[src/rtl/pc_pkg.sv]
// Shared definitions for the program-counter redirect controller:
// default widths, reset PC, FSM state type and the offset sign-extension helper.
package pc_pkg;

  localparam int          PC_W_DEFAULT     = 32;
  localparam logic [31:0] RESET_PC_DEFAULT = 32'h0000_0000;
  localparam int          INSN_BYTES       = 4;

  // RUN: normal fetch; FLUSH: squashing instructions fetched behind a taken branch.
  typedef enum logic {
    RUN   = 1'b0,
    FLUSH = 1'b1
  } state_e;

  // Sign-extend a 16-bit branch word offset to 32 bits.
  function automatic logic [31:0] sext16_to_32(input logic [15:0] v);
    return {{16{v[15]}}, v};
  endfunction

endpackage

[src/rtl/pc_redirect_ctrl_history.sv]
// pc_history_shift: shift register of PC+4 values, one entry per pipeline
// stage between fetch and branch resolution. Holds while shift_en is low.
module pc_history_shift #(
  parameter int             W         = 32,
  parameter int             DEPTH     = 2,
  parameter logic [W-1:0]   RESET_VAL = '0
) (
  input  logic         clk,
  input  logic         rst_n,
  input  logic         shift_en,
  input  logic [W-1:0] din,
  output logic [W-1:0] head,
  output logic [W-1:0] tail
);

  logic [DEPTH-1:0][W-1:0] hist_d;
  logic [DEPTH-1:0][W-1:0] hist_q;

  // Next history: newest value enters entry 0, older entries move one slot down.
  always_comb begin
    hist_d = hist_q;
    if (shift_en) begin
      hist_d[0] = din;
      for (int i = 1; i < DEPTH; i++) begin
        hist_d[i] = hist_q[i-1];
      end
    end
  end

  // History register with synchronous active-low reset.
  always_ff @(posedge clk) begin
    if (!rst_n) begin
      hist_q <= {DEPTH{RESET_VAL}};
    end else begin
      hist_q <= hist_d;
    end
  end

  assign head = hist_q[0];
  assign tail = hist_q[DEPTH-1];

endmodule

[src/rtl/pc_redirect_ctrl.sv]
// pc_redirect_ctrl: owns the program counter, applies taken-branch and jump
// redirects, and drives the registered flush/redirect controls.
// Optional build macro PC_REDIRECT_DELAY_SLOT_EN: the instruction right after a
// branch or jump executes (delay slot), so a branch flushes one cycle less and
// a jump flushes nothing.
// Handshake: there is none; branch_taken/jump are single-cycle qualifiers
// sampled at each rising edge, and stall simply freezes PC/history/counter.
module pc_redirect_ctrl
  import pc_pkg::*;
#(
  parameter int              PC_W          = PC_W_DEFAULT,
  parameter logic [PC_W-1:0] RESET_PC      = PC_W'(RESET_PC_DEFAULT),
  parameter int              RESOLVE_DEPTH = 2
) (
  input  logic            clk,
  input  logic            rst_n,
  input  logic            stall,
  input  logic            branch_taken,
  input  logic [15:0]     branch_offset,
  input  logic            jump,
  input  logic [25:0]     jump_index,
  output logic [PC_W-1:0] pc,
  output logic [PC_W-1:0] pc_plus4,
  output logic            flush,
  output logic            redirect
);

`ifdef PC_REDIRECT_DELAY_SLOT_EN
  localparam int   BR_FLUSH_LEN = RESOLVE_DEPTH - 1;
  localparam logic JUMP_FLUSH   = 1'b0;
`else
  localparam int   BR_FLUSH_LEN = RESOLVE_DEPTH;
  localparam logic JUMP_FLUSH   = 1'b1;
`endif
  // The counter counts flush cycles still to go after the current one.
  localparam logic [1:0] CNT_INIT = 2'(BR_FLUSH_LEN - 1);

  state_e          state_q, state_d;
  logic [PC_W-1:0] pc_q, pc_d;
  logic [1:0]      cnt_q, cnt_d;
  logic            flush_q, flush_d;
  logic            redirect_q, redirect_d;
  logic            jump_flush;
  logic            hist_shift;
  logic [PC_W-1:0] hist_head;
  logic [PC_W-1:0] hist_tail;
  logic [PC_W-1:0] br_target;
  logic [PC_W-1:0] jump_target;
  logic            unused_hist_head_lo;

  assign pc_plus4    = pc_q + PC_W'(INSN_BYTES);
  assign br_target   = hist_tail + (PC_W'($signed(sext16_to_32(branch_offset))) << 2);
  assign jump_target = {hist_head[PC_W-1:28], jump_index, 2'b00};
  assign unused_hist_head_lo = ^hist_head[27:0];

  pc_history_shift #(
    .W         (PC_W),
    .DEPTH     (RESOLVE_DEPTH),
    .RESET_VAL (RESET_PC + PC_W'(INSN_BYTES))
  ) u_hist (
    .clk      (clk),
    .rst_n    (rst_n),
    .shift_en (hist_shift),
    .din      (pc_plus4),
    .head     (hist_head),
    .tail     (hist_tail)
  );

  // Next-state, next-PC and control outputs; branch beats jump beats stall.
  always_comb begin
    state_d    = state_q;
    pc_d       = pc_q;
    cnt_d      = cnt_q;
    redirect_d = 1'b0;
    jump_flush = 1'b0;
    hist_shift = 1'b0;
    case (state_q)
      RUN: begin
        hist_shift = !stall;
        if (branch_taken) begin
          pc_d       = br_target;
          redirect_d = 1'b1;
          state_d    = FLUSH;
          cnt_d      = CNT_INIT;
        end else if (jump) begin
          pc_d       = jump_target;
          redirect_d = 1'b1;
          jump_flush = JUMP_FLUSH;
        end else if (!stall) begin
          pc_d = pc_plus4;
        end
      end
      FLUSH: begin
        // Branch/jump inputs here belong to squashed instructions.
        if (!stall) begin
          hist_shift = 1'b1;
          pc_d       = pc_plus4;
          if (cnt_q == 2'd0) begin
            state_d = RUN;
          end else begin
            cnt_d = cnt_q - 2'd1;
          end
        end
      end
      default: state_d = RUN;
    endcase
    flush_d = (state_d == FLUSH) || jump_flush;
  end

  // State, PC and registered controls; reset wins over everything.
  always_ff @(posedge clk) begin
    if (!rst_n) begin
      state_q    <= RUN;
      pc_q       <= RESET_PC;
      cnt_q      <= 2'd0;
      flush_q    <= 1'b0;
      redirect_q <= 1'b0;
    end else begin
      state_q    <= state_d;
      pc_q       <= pc_d;
      cnt_q      <= cnt_d;
      flush_q    <= flush_d;
      redirect_q <= redirect_d;
    end
  end

  assign pc       = pc_q;
  assign flush    = flush_q;
  assign redirect = redirect_q;

endmodule
[config.mk]
export PLATFORM = sky130hd
export DESIGN_NAME = pc_redirect_ctrl
export DESIGN_NICKNAME = d
export VERILOG_FILES = /design/src/rtl/pc_pkg.sv /design/src/rtl/pc_redirect_ctrl_history.sv /design/src/rtl/pc_redirect_ctrl.sv
export SDC_FILE = /design/constraint.sdc
export NUM_CORES = 1
export LEC_CHECK = 0
export ABC_CLOCK_PERIOD_IN_PS = 5200
export CAP_MARGIN = 20
export CORE_ASPECT_RATIO = 0.9
export CORE_MARGIN = 2
export CORE_UTILIZATION = 60
export DETAILED_ROUTE_END_ITERATION = 8
export DONT_BUFFER_PORTS = 1
export PLACE_DENSITY_LB_ADDON = 0.25
export SLEW_MARGIN = 20
export SYNTH_ARGS = -nofsm -noshare
export SYNTH_HDL_FRONTEND = slang
export SYNTH_HIERARCHICAL = 1
export SYNTH_SLANG_ARGS = --single-unit
[constraint.sdc]
create_clock -name clk -period 5.2 [get_ports clk]
set_input_delay 1.04 -clock clk [delete_from_list [all_inputs] [get_ports clk]]
set_output_delay 1.04 -clock clk [all_outputs]
set_load 0.01 [all_outputs]
## Word-level counts from Yosys, hierarchy flattened

Index checks and enable logic that the tools add are counted.

- Flip-flop bits (word level): 101
- Bits in latches: 0
- RAM bits: 0
- Memory bits (read-only): 0
- Bits of input ports: 47
- Output and inout port bits: 66
- Logic and storage cells: 38
- Memories kept: 0

- $add $sub $neg: 3
- Multiply operators: 0
- Div/mod/pow operators: 0
- Order comparisons: 0
- Equality and inequality tests: 3
- Shift-type cells: 0
- Muxes and demuxes: 18
- Bitwise logic cells: 2
- Reduce and logical (&&, ||, !) cells: 5

Operator list:

| kind | number |
|---|---|
| two-way mux 32 bit | 3 |
| one-hot mux 32 bit (2 select lines) | 1 |
| adder 32 x 3 -> 32 bit, second input constant | 1 |
| adder 32 bit | 1 |
| two-way mux 1 bit | 8 |
| two-way mux 2 bit | 3 |
| != test 2 bit, second input constant | 3 |
| one-hot mux 1 bit (2 select lines) | 2 |
| one-hot mux 2 bit (2 select lines) | 1 |
| AND reduction 3 bit | 1 |
| zero test 2 bit | 1 |
| NOT 1 bit | 2 |
| OR reduction 2 bit | 1 |
| subtractor 2 x 1 -> 2 bit, second input constant | 1 |
| zero test 1 bit | 1 |
| logical OR 1 bit | 1 |

## Longest topological paths before layout

- Depth after elaboration: 5
- Mapped depth: 9
- Depth with buffers taken out: 9

## Cells and area by module

Netlist, hierarchy kept.

By module, submodules not included:

| module | instances | cells an instance | area an instance (um^2) | seq. area each (um^2) |
|---|---|---|---|---|
| pc_redirect_ctrl | 1 | 555 | 4225.3 | 740.7 |
| pc_history_shift | 1 | 206 | 2446.1 | 1281.2 |

## Least setup slack after synthesis

Ideal clock, no wire load.

- Path type: input-to-reg
- From: input branch_offset[0]
- To: register pc_q[18] (netlist: pc[18])
- Data arrival time: 2918 ps
- Data required time: 5072 ps
- Setup slack: 2155 ps
- Cell stages on the path: 9
- Buffers on the path: 0
- Cells stage by stage: ha_1 -> fa_1 -> a211oi_1 -> nor3_1 -> o21ai_0 -> o21ai_0 -> xor2_1 -> a222oi_1 -> nor2_1

- Longest elaborated chain between the ends: 3

RTL lines:

| what | RTL line | RTL |
|---|---|---|
| start, declared | pc_redirect_ctrl.sv:19 | `input logic [15:0] branch_offset,` |
| adder 32 bit | pc_redirect_ctrl.sv:52 | `assign br_target = hist_tail + (PC_W'($signed(sext16_to_32(branch_offset))) << 2);` |
| two-way mux 32 bit | pc_redirect_ctrl.sv:80 | `if (branch_taken) begin` |
| one-hot mux 32 bit (2 select lines) | pc_redirect_ctrl.sv:77 | `case (state_q)` |
| end signal, assigned | pc_redirect_ctrl.sv:120 | `pc_q <= pc_d;` |
| end, declared | pc_redirect_ctrl.sv:39 | `logic [PC_W-1:0] pc_q, pc_d;` |

Every way passes these cells.
A chain may end at the register's enable or synchronous reset.

## Worst setup path after layout

- From: register pc_q[20] (netlist: pc[20])
- To: output pc_plus4[29]

- Longest elaborated chain between the ends: 1

RTL lines:

| what | RTL line | RTL |
|---|---|---|
| adder 32 x 3 -> 32 bit | pc_redirect_ctrl.sv:51 | `assign pc_plus4 = pc_q + PC_W'(INSN_BYTES);` |
| end, declared | pc_redirect_ctrl.sv:23 | `output logic [PC_W-1:0] pc_plus4,` |

Every way passes these cells.

==> summary.txt <==
Run status
  • Result of the run: complete, no violations

Yosys
  • Main combinational cell family by area after synthesis: simple AND/OR/NAND/NOR gates
  • Dominant cell by count in the synthesized netlist: dfxtp_1
  • Number of enable-type register cells in the synthesized netlist: 0
  • Commonest cells post-synth: dfxtp_1 (101), mux2i_1 (66), nor2b_1 (65)
  • Synthesized netlist net count: 840
  • Portion of netlist area occupied by mux cells: 0.1041
  • Register area share after synthesis: 0.3031
  • Synthesized area: 6671 um2
  • Flops & latches, synth: 101
  • Ys flop type: dfxtp_1
  • Synth top area share: 0.3031
  • Share of the synthesized area in compound gates (AO/OA/AOI/OAI): 0.1658
  • Avg Cell Area, Syn: 8.767 um2
  • Synth top area cells: dfxtp_1 (30%), mux2i_1 (9.9%), nor2b_1 (6.1%), ha_1 (5.8%), xnor2_1 (5.6%)
  • Cell type with the largest total area after synthesis: dfxtp_1
  • Yosys synthesis warning count: 6
  • Synth async-reset ratio: 0
  • Synth Area in XOR/XNOR: 0.1050
  • Adder-cell area share of the yosys netlist: 0.06114
  • Mapped Cells: 761
  • Area fraction in and, or, nand and nor cells after synthesis: 0.2136
  • Number of different library cells in the post-synthesis netlist: 75

Detailed routing
  • Via count of the routed design: 5,543
  • Initial DRT Pass Iterations: 7
  • Antenna violation net count after detailed routing: 0
  • Violation count after the first detailed-routing iteration: 493
  • Average detailed-routed wire length per instance: 20.73 um
  • Final Routed Wirelength: 18,000 um
  • DRC violation count after routing: 0
  • Vias/cell: 6.386

Place
  • Number of I/O port buffers: 0
  • Half-perimeter wire length of the detailed placement result: 13,410 um
  • GPL Wtd Cong: 0.9308

Global route
  • Maximum number of pins on one net before global-route repair: 75
  • Antenna violations before repair: 1
  • First-pass GRT wire length: 27,990 um
  • Overflow left after global routing: 0
  • Number of global-route vias before repair: 5,316
  • GRT Total Usage: 0.2988

Timing
  • Slew at the pin with the worst max-slew slack: 0.8679 ns
  • Tightest slew margin relative to the limit: 0.4207
  • Setup clock skew after layout: 0.006512 ns
  • Final count of negative-setup-slack endpoints: 0
  • Number of pins exceeding their max-slew limit in the final report: 0
  • RSZ-0062 raised after global routing: false
  • Fmax achieved: 272.2 MHz
  • Final setup TNS: 0 ns
  • Period utilization: 0.7065
  • Post-route minimum period: 3.674 ns
  • Total count of hold-check failures in the final report: 0

Power and ir drop
  • Power share of the clock group: 0.364
  • Combinational share of power: 0.159
  • Max rail drop VDD: 0.2398 mV
  • Overall Power: 1839 uW
  • Switching component of the power: 568.7 uW
  • Sequential Power Share: 0.477
  • Leakage power of the design: 0.002771 uW
  • Internal power: 1270 uW
  • PD cells: 266.6 nW/um2
  • Sw Ratio: 0.3093

Worst setup path
  • Reg2reg end: pc[28]$_SDFF_PN0_
  • Number of cells on the worst reg-to-reg path: 9
  • Buf/Inv on CP: 0
  • Critical path type: reg2out
  • Crit. End Element: primary output
  • Kind of cell with the highest combined delay on the critical path: simple AND/OR/NAND/NOR gates
  • Crit-path slowest cell: dfxtp_1
  • Count of cell instances traversed by the critical path: 6
  • Start point of the critical path: pc[20]$_SDFF_PN0_
  • Startpoint of the worst-slack reg-to-reg timing path: u_hist/tail[2]$_SDFFE_PN1P_
  • Cells traversed along the worst timing path: and3_4 -> nand2_2 -> or4_1 -> nor3_2 -> nand4_1 -> xnor2_1
  • Worst Setup Start Kind: flop
  • Critical path's largest stage delay: 0.56 ns
  • Destination of the critical timing path: pc_plus4[29]
  • CP Data Arrival Time: 2.63 ns
  • Max Fanout on Critical Path: 7
  • R2R setup slack: 2.51 ns
  • Data required time of the worst path: 4.16 ns

CTS
  • Clock transition at the registers of the reported paths: 0.07 ns
  • Clock sink count: 101
  • Clock root buffer master: clkbuf_16
  • Post-CTS setup repair buffer count: 0
  • Cts-stage hold buffer count: 0
  • Number of CTS-inserted buffers: 9
  • CTS resizes: 0
  • Clock latency on the worst-skew pair: 0.36 ns
  • Number of buffers on the longest clock path: 2
  • Clock tree from TritonCTS: done
  • H-Tree Level Count: 3

Die
  • Die Height: 104.0 um
  • DIE AREA: 11,980 um2
  • Core area: 10,810 um2
  • Starting Density: 0.6171
  • Number of standard-cell rows in the floorplan: 36
  • Number of top-level pins: 113
  • Die Width: 115.2 um

Run
  • Maxcap violations: 0

Finish
  • Filler Cells Inserted: 967
  • Net count reported at finish: 808
  • Post-synthesis to final-layout area growth: 3.395%
  • Fraction of layout instances using a drive strength above 1: 0.06403

Min path
  • Classification of the worst-slack hold path: reg2reg
-- worst min path at each step --
stage | startpoint | end | slack, ns | cells past startpoint
final | u_hist/head[2]$_SDFFE_PN1P_ | u_hist/head[2]$_SDFFE_PN1P_ | 0.48 | 2
after global routing | u_hist/head[2]$_SDFFE_PN1P_ | u_hist/tail[2]$_SDFFE_PN1P_ | 0.51 | 2
after CTS | u_hist/head[2]$_SDFFE_PN1P_ | u_hist/head[2]$_SDFFE_PN1P_ | 0.48 | 2
after detailed placement | u_hist/head[2]$_SDFFE_PN1P_ | u_hist/head[2]$_SDFFE_PN1P_ | 0.47 | 2
after global placement | u_hist/head[2]$_SDFFE_PN1P_ | u_hist/head[2]$_SDFFE_PN1P_ | 0.45 | 2
after floorplan | u_hist/head[2]$_SDFFE_PN1P_ | u_hist/head[2]$_SDFFE_PN1P_ | 0.44 | 2
-- through the flow --
step	cell area (um2)	hold slack, ns	cells	util	setup slack, ns
after floorplan	6671	0.4413	761	-	2.155
after detailed placement	6601	0.4653	851	0.6106	1.798
final	6898	0.4773	868	0.6381	1.526
after global routing	6898	0.5069	868	0.6381	1.348
after CTS	6895	0.4842	867	0.6378	1.498
after global placement	6601	0.4526	851	0.6106	1.865
-- cell type report --
type                    count  area, um2  area share
well taps                 133      166.4     0.02412
clock inverters             7      68.82    0.009976
repair buffers              4      30.03    0.004353
diodes                      1      2.502   0.0003628
flip-flops and latches    101       2022      0.2931
inverters                  11      42.54    0.006167
multi-input cells         602       4340      0.6292
clock buffers               9      225.2     0.03265
-- metal layers --
layer | part of all wire | up-vias | track usage
met1 | 0.43 | 2607 | 0.4009
li1 | - | 2688 | -
met2 | 0.46 | 220 | 0.4580
met5 | 0 | - | 0
met4 | 0.023 | 0 | 0.08950
met3 | 0.088 | 28 | 0.09557
-- power by group through the flow --
stage	clock network [uW]	registers, uW	logic [uW]
2_1_floorplan	0	873	256
3_3_place_gp	0	893	281
3_5_place_dp	0	895	288
4_1_cts	686	877	290
5_1_grt	716	884	317
6_report	669	878	291
-- kinds of logic after synthesis --
family,count (synthesis)
multiplexers,69
AND/OR/NAND/NOR,261
flip-flops,101
XOR/XNOR,80
buffers and inverters,58
adder cells (fa/ha/maj),32
AO/OA/AOI/OAI,160
-- registers in the layout, summed over array words and instances (netlist names) --
name,flops
u_hist/tail,32
pc,32
cnt_q,2
redirect,1
u_hist/head,32
flush,1
state_q,1
-- worst min-delay path, cell delays in order, from the launching register on --
cell and delay [ns]:
dfxtp_1 0.33, mux2i_1 0.07, nand2_1 0.06
-- layout by cell type, fill, tap and decap left out, types with 5 or more instances in the layout --
| master | netlist | layout |
|---|---|---|
| o22ai_1 | 8 | 8 |
| xnor2_1 | 43 | 43 |
| a21oi_1 | 38 | 38 |
| nand2_1 | 45 | 45 |
| ha_1 | 31 | 31 |
| a31oi_1 | 6 | 6 |
| mux2i_1 | 66 | 66 |
| a211oi_1 | 7 | 7 |
| dfxtp_1 | 101 | 101 |
| nand3_1 | 26 | 26 |
| inv_1 | 10 | 9 |
| o211ai_1 | 5 | 5 |
| xor2_1 | 37 | 37 |
| a222oi_1 | 13 | 13 |
| nor2b_1 | 65 | 65 |
| clkbuf_16 | 0 | 9 |
| nor2_1 | 54 | 54 |
| o21ai_0 | 27 | 27 |
| nor3_1 | 15 | 15 |
| a22oi_1 | 16 | 16 |
| nand4_1 | 12 | 12 |
| a21o_1 | 8 | 8 |
| and3_1 | 10 | 10 |
(Power assumes the default switching activity.)
